[src/rtl/ad9220_pkg.sv]
// ----------------------------------------------------------------------------
// ad9220_pkg
// Shared definitions for the AD9220 capture controller:
//   - state_t   : controller FSM states
//   - ADC_W     : ADC sample width (12 bits)
//   - HDR_BYTE  : frame header byte sent ahead of the sample payload
// ----------------------------------------------------------------------------
package ad9220_pkg;

    localparam int          ADC_W    = 12;
    localparam logic [7:0]  HDR_BYTE = 8'hA5;

    typedef enum logic [2:0] {
        S_IDLE    = 3'd0,
        S_FLUSH   = 3'd1,
        S_CAPTURE = 3'd2,
        S_HDR     = 3'd3,
        S_SEND_HI = 3'd4,
        S_SEND_LO = 3'd5,
        S_DONE    = 3'd6
    } state_t;

endpackage

[src/rtl/ad9220_sbuf.sv]
// ----------------------------------------------------------------------------
// ad9220_sbuf
// DEPTH x ADC_W simple dual-port sample buffer, one write port and one
// registered read port. Contents are not reset.
// Ports:
//   clk      : clock
//   i_we     : write enable
//   i_waddr  : write address
//   i_wdata  : write data
//   i_raddr  : read address, data appears on o_rdata one cycle later
//   o_rdata  : registered read data
// ----------------------------------------------------------------------------
module ad9220_sbuf
    import ad9220_pkg::*;
#(
    parameter int DEPTH = 256,
    parameter int AW    = (DEPTH > 1) ? $clog2(DEPTH) : 1
) (
    input  logic             clk,
    input  logic             i_we,
    input  logic [AW-1:0]    i_waddr,
    input  logic [ADC_W-1:0] i_wdata,
    input  logic [AW-1:0]    i_raddr,
    output logic [ADC_W-1:0] o_rdata
);

    logic [ADC_W-1:0] r_mem [DEPTH];

    always_ff @(posedge clk) begin
        if (i_we) begin
            r_mem[i_waddr] <= i_wdata;
        end
        o_rdata <= r_mem[i_raddr];
    end

endmodule

[src/rtl/ad9220_capture_ctrl.sv]
// ----------------------------------------------------------------------------
// ad9220_capture_ctrl
// Captures DEPTH decimated AD9220 samples into a buffer, then streams them to
// a UART transmitter as: A5, then {0,word[11:8]}, word[7:0] per word.
// Ports:
//   clk, rst_n    : clock, asynchronous active-low reset
//   start         : capture request (honoured in IDLE only)
//   decim         : keep one sample per decim+1 strobes, latched at start
//   adc_vld/db    : ADC strobe and data
//   ad9220_start  : ADC gate enable, high during FLUSH and CAPTURE
//   tx_data/valid : byte stream to transmitter, tx_ready accepts
//   busy          : high outside IDLE
//   done          : one-cycle pulse after the last byte is accepted
// ----------------------------------------------------------------------------
module ad9220_capture_ctrl
    import ad9220_pkg::*;
#(
    parameter int DEPTH    = 256,
    parameter int PIPE_LAT = 3
) (
    input  logic             clk,
    input  logic             rst_n,
    input  logic             start,
    input  logic [7:0]       decim,
    input  logic             adc_vld,
    input  logic [ADC_W-1:0] adc_db,
    output logic             ad9220_start,
    output logic [7:0]       tx_data,
    output logic             tx_valid,
    input  logic             tx_ready,
    output logic             busy,
    output logic             done
);

    localparam int AW = (DEPTH > 1) ? $clog2(DEPTH) : 1;
    localparam int FW = (PIPE_LAT > 0) ? $clog2(PIPE_LAT + 1) : 1;

    state_t           r_state, w_next;
    logic             r_armed;
    logic [7:0]       r_decim;
    logic [7:0]       r_dec_cnt;
    logic [FW-1:0]    r_flush_cnt;
    logic [AW-1:0]    r_wr_ptr;
    logic [AW-1:0]    r_rd_ptr;
    logic             r_full;
    logic             w_start_ok;
    logic             w_we;
    logic             w_last_wr;
    logic             w_flush_end;
    logic [AW-1:0]    w_raddr;
    logic [ADC_W-1:0] w_rdata;

    // r_armed is clear in the first edge after reset release, so a start
    // present while rst_n rises is not taken.
    assign w_start_ok  = start && r_armed;
    assign w_we        = (r_state == S_CAPTURE) && adc_vld && (r_dec_cnt == 8'd0) && !r_full;
    assign w_last_wr   = w_we && (r_wr_ptr == AW'(DEPTH - 1));
    assign w_flush_end = (PIPE_LAT == 0) || (adc_vld && (r_flush_cnt == FW'(PIPE_LAT - 1)));

    ad9220_sbuf #(.DEPTH(DEPTH), .AW(AW)) u_sbuf (
        .clk     (clk),
        .i_we    (w_we),
        .i_waddr (r_wr_ptr),
        .i_wdata (adc_db),
        .i_raddr (w_raddr),
        .o_rdata (w_rdata)
    );

    always_ff @(posedge clk or negedge rst_n) begin
        if (!rst_n) begin
            r_state <= S_IDLE;
        end else begin
            r_state <= w_next;
        end
    end

    // Read address looks one word ahead on SEND_LO acceptance so the
    // registered RAM output already holds the next word when SEND_HI starts.
    // HDR covers the latency of the very first read.
    always_comb begin
        w_next       = r_state;
        ad9220_start = 1'b0;
        tx_valid     = 1'b0;
        tx_data      = 8'h00;
        busy         = (r_state != S_IDLE);
        done         = 1'b0;
        w_raddr      = r_rd_ptr;
        case (r_state)
            S_IDLE: begin
                if (w_start_ok) w_next = S_FLUSH;
            end
            S_FLUSH: begin
                ad9220_start = 1'b1;
                if (w_flush_end) w_next = S_CAPTURE;
            end
            S_CAPTURE: begin
                ad9220_start = 1'b1;
                if (w_last_wr) w_next = S_HDR;
            end
            S_HDR: begin
                tx_valid = 1'b1;
                tx_data  = HDR_BYTE;
                if (tx_ready) w_next = S_SEND_HI;
            end
            S_SEND_HI: begin
                tx_valid = 1'b1;
                tx_data  = {4'h0, w_rdata[ADC_W-1:8]};
                if (tx_ready) w_next = S_SEND_LO;
            end
            S_SEND_LO: begin
                tx_valid = 1'b1;
                tx_data  = w_rdata[7:0];
                if (tx_ready) begin
                    w_raddr = r_rd_ptr + AW'(1);
                    w_next  = (r_rd_ptr == AW'(DEPTH - 1)) ? S_DONE : S_SEND_HI;
                end
            end
            S_DONE: begin
                done   = 1'b1;
                w_next = S_IDLE;
            end
            default: w_next = S_IDLE;
        endcase
    end

    always_ff @(posedge clk or negedge rst_n) begin
        if (!rst_n) begin
            r_armed     <= 1'b0;
            r_decim     <= 8'd0;
            r_dec_cnt   <= 8'd0;
            r_flush_cnt <= '0;
            r_wr_ptr    <= '0;
            r_rd_ptr    <= '0;
            r_full      <= 1'b0;
        end else begin
            r_armed <= 1'b1;
            case (r_state)
                S_IDLE: begin
                    if (w_start_ok) begin
                        r_decim     <= decim;
                        r_dec_cnt   <= 8'd0;
                        r_flush_cnt <= '0;
                        r_wr_ptr    <= '0;
                        r_rd_ptr    <= '0;
                        r_full      <= 1'b0;
                    end
                end
                S_FLUSH: begin
                    if (adc_vld) r_flush_cnt <= r_flush_cnt + FW'(1);
                end
                S_CAPTURE: begin
                    if (adc_vld && !r_full) begin
                        r_dec_cnt <= (r_dec_cnt == r_decim) ? 8'd0 : r_dec_cnt + 8'd1;
                    end
                    if (w_we) begin
                        r_wr_ptr <= r_wr_ptr + AW'(1);
                        if (w_last_wr) r_full <= 1'b1;
                    end
                end
                S_SEND_LO: begin
                    if (tx_ready) r_rd_ptr <= r_rd_ptr + AW'(1);
                end
                default: ;
            endcase
        end
    end

endmodule

[config.mk]
export PLATFORM = sky130hd
export DESIGN_NAME = ad9220_capture_ctrl
export DESIGN_NICKNAME = d
export VERILOG_FILES = /design/src/rtl/ad9220_pkg.sv /design/src/rtl/ad9220_sbuf.sv /design/src/rtl/ad9220_capture_ctrl.sv
export SDC_FILE = /design/constraint.sdc
export NUM_CORES = 2
export LEC_CHECK = 0
export CAP_MARGIN = 30
export CORE_ASPECT_RATIO = 1.1
export CORE_MARGIN = 1.5
export CORE_UTILIZATION = 36
export DETAILED_ROUTE_END_ITERATION = 10
export PLACE_DENSITY = 0.6
export SLEW_MARGIN = 40
export SYNTH_ARGS = -nofsm -noshare
export SYNTH_HDL_FRONTEND = slang
export SYNTH_HIERARCHICAL = 1
export SYNTH_SLANG_ARGS = --single-unit
[constraint.sdc]
create_clock -name clk -period 3.7 [get_ports clk]
set_input_delay 0.37 -clock clk [delete_from_list [all_inputs] [get_ports clk]]
set_output_delay 0.37 -clock clk [all_outputs]
set_load 0.02 [all_outputs]
==> metrics.txt <==
Pins Over Slew Limit 0; Final setup viols 0; router iterations before antenna repair 5; Syn. warnings 6; io pins 37; kind of critical path reg -> reg; vias per cell 5.541; Initial Util 36.12%; Hold WC Path Type in -> async; #FFs+latches synth 3123; Final Skew 0.06338 ns; Synth Area in Adders 0.05173%; wl on met1 133800 um; initial antenna violation count 7; Placed Cells 10825; H-tree depth 5; status complete, no violations; CP required 4.53 ns; Worst-path clk slew 0.06 ns; Max Fclk 0.2740 GHz; Cells after Synth 5763; most used cell, CP buf_12; drt drc 0; slew margin rel. 33.93%; remaining antenna violation count 0; DRC marker count from the first detailed-route iteration 6891; Inserted Clock Buffers 326; slew of the pin with the lowest slew margin 0.9819 ns; minimum clock period 3.649 ns; row cnt 223; WL final 335200 um; startpoint types flop; Cell Pwr Density 713.5 nW/um2; DIE HEIGHT 610.9 um; synth unique cells 77; Tot Pwr 104000 uW; mux contribution to synthesized area 14.09%; core area 334800 um2; port bufs 36; Final Hold Vio Count 0; delay-heaviest family, CP simple AND/OR/NAND/NOR gates; TNS Setup 0 ns; dpl hpwl 217200 um; GRT Util Overall 19.30%; Lkg Pwr 0.04689 uW; dpl ws -1.150 ns; Post-synth EDFFs 3072; Arr. time, crit path 4.48 ns; Finished Layout Cells 11483; GR Overflow Total 0; CTS tree built; Die ar. 339400 um2; main combinational cell family by area after synthesis multiplexers; most frequent cells in the layout 3072 x edfxtp_1, 887 x buf_4, 636 x mux4_2; Netlist Area Pre-Place 120900 um2; Clock Root Buffer clkbuf_16; Tcrit/Tclk final 98.63%; VDD IR max 0.4191 mV; Mean Syn Cell Area 20.99 um2; met3 wire len 24640 um; CP endpoint kind flop; sequential area share after synthesis 77.28%; vias in the first global route 63991; most common cell after layout, fill and taps aside edfxtp_1; Wirelength per Cell 29.19 um; largest net degree at the start of global routing 120; Max Cap Viol 0; max incr delay on CP 0.52 ns; nets 6869; Chip Width 555.6 um; Synth Area in Compound Gates 3.974%; routability cong. 0.8916; Slowest cell on crit path nor4_4; insertion delay to the later sink of the worst-skew pair 0.94 ns; ys flop type edfxtp_1; Max Root-Sink Buffers 4; fin worst setup slack 0.05061 ns; XOR/XNOR Fraction of Synth Area 0.1303%; Crit Path Max Fanout 22; layout cells sized above 1 32.64%; global-route wire length before repair 473700 um; DR vias 63628; area grow syn2layout 20.56%; clk sinks 3123; Top Metal Used met4; crit path cell chain nor2b_2, and2_4, nand2_4, mux2_8, buf_4, buf_12, buf_12, buf_12, mux4_2, a22oi_2, a21oi_2, nor4_4, buf_6, nor4b_2; Buf/Inv on CP 5; simple-gate area share of the yosys netlist 2.606%; met2 routed WL 163400 um; Post-synth ARST share 1.249%; syn_nets 5793
==> synth_stat cells (all sizes together), types with 9 or more instances <==
cell type | n | area [um2]
nor3 | 38 | 190.2
o221ai | 55 | 494.2
nand2b | 16 | 100.1
a31oi | 18 | 112.6
o31ai | 11 | 82.58
mux4 | 636 | 14320
dfrtp | 39 | 975.9
edfxtp | 3072 | 92250
and3 | 14 | 87.58
nor4 | 39 | 277.8
nor2 | 317 | 1190
nand4 | 17 | 121.4
mux2i | 228 | 2282
nand2 | 91 | 341.6
clkbuf | 162 | 608.1
o21ai | 61 | 305.3
xor2 | 13 | 113.9
mux2 | 39 | 439.2
a22oi | 215 | 1614
and2 | 9 | 56.30
buf | 187 | 1612
a21oi | 126 | 630.6
a211oi | 21 | 157.7
nor2b | 38 | 237.7
o32ai | 11 | 96.34
a22o | 21 | 183.9
dfxtp | 12 | 240.2
a221oi | 20 | 181.4
o22ai | 90 | 563.0
nand3 | 39 | 195.2
==> metal layers <==
layer  vias up  GRT usage, %
met5         -             0
met4         0         7.062
met3       552         2.911
met2      2767         31.85
met1     33926         25.91
li1      26383             -
==> final timing paths <==
path	cells past startpoint	slack, ns	start	to
min in group clk	3	0.05	decim[1]	r_decim[1]
worst min register to register	2	0.51	r_decim[2]	r_decim[2]
worst max register to register	14	0.05	r_state[1]	u_sbuf/o_rdata[5]
max in group asynchronous	2	3.24	rst_n	r_rd_ptr[4]
worst min-delay path	2	0.05	rst_n	r_armed
worst max-delay path	14	0.05	r_state[1]	u_sbuf/o_rdata[5]
==> cell families (layout without fill, tap and decap cells) <==
| kind of cell | count (synthesis) | in the layout |
|---|---|---|
| flip-flops | 3123 | 3123 |
| multiplexers | 903 | 903 |
| other | 1 | 2 |
| AND/OR/NAND/NOR | 661 | 661 |
| buffers and inverters | 358 | 1690 |
| AO/OA/AOI/OAI | 694 | 694 |
| adder cells (fa/ha/maj) | 5 | 5 |
| XOR/XNOR | 18 | 18 |
==> power by group <==
| group | switching, uW | internal [uW] | total, uW |
|---|---|---|---|
| sequential | 102 | 38900 | 39000 |
| combinational | 16700 | 16900 | 33600 |
| clock | 13600 | 17800 | 31400 |
==> sequential cells by signal, summed over array words and instances (netlist names) <==
register and cells:
r_armed 1, u_sbuf/o_rdata 12, u_sbuf/r_mem 3072, r_flush_cnt 2
r_full 1, r_dec_cnt 8, r_rd_ptr 8, r_state 3
r_decim 8, r_wr_ptr 8
==> final cells by class <==
cell class	count	area, um2
inverters	9	33.78
well taps	4387	5489
diodes	1	2.502
multi-input cells	2282	26190
flip-flops and latches	3123	93460
fillers	28510	189000
clock buffers	415	8697
repair buffers	1097	10430
clock inverters	169	1505
==> repair_timing <==
action	4_1_cts	5_1_grt
endpoints found under the hold margin	254	82
gates cloned	4	8
resized for setup	80	109
hold buffers	11	2
setup buffers	18	32
setup endpoints to repair	12	12
pin swaps	11	23
==> per-stage QoR <==
stage | area [um2] | hold slack, ns | utilization [%]
after floorplan | 120900 | 0.07441 | -
after CTS | 144700 | 0.01140 | 43.22
after global routing | 145800 | 0.06267 | 43.55
after detailed placement | 133700 | 0.3961 | 39.92
final | 145800 | 0.04646 | 43.55
after global placement | 133500 | 0.4880 | 39.87
(Power assumes the default switching activity.)
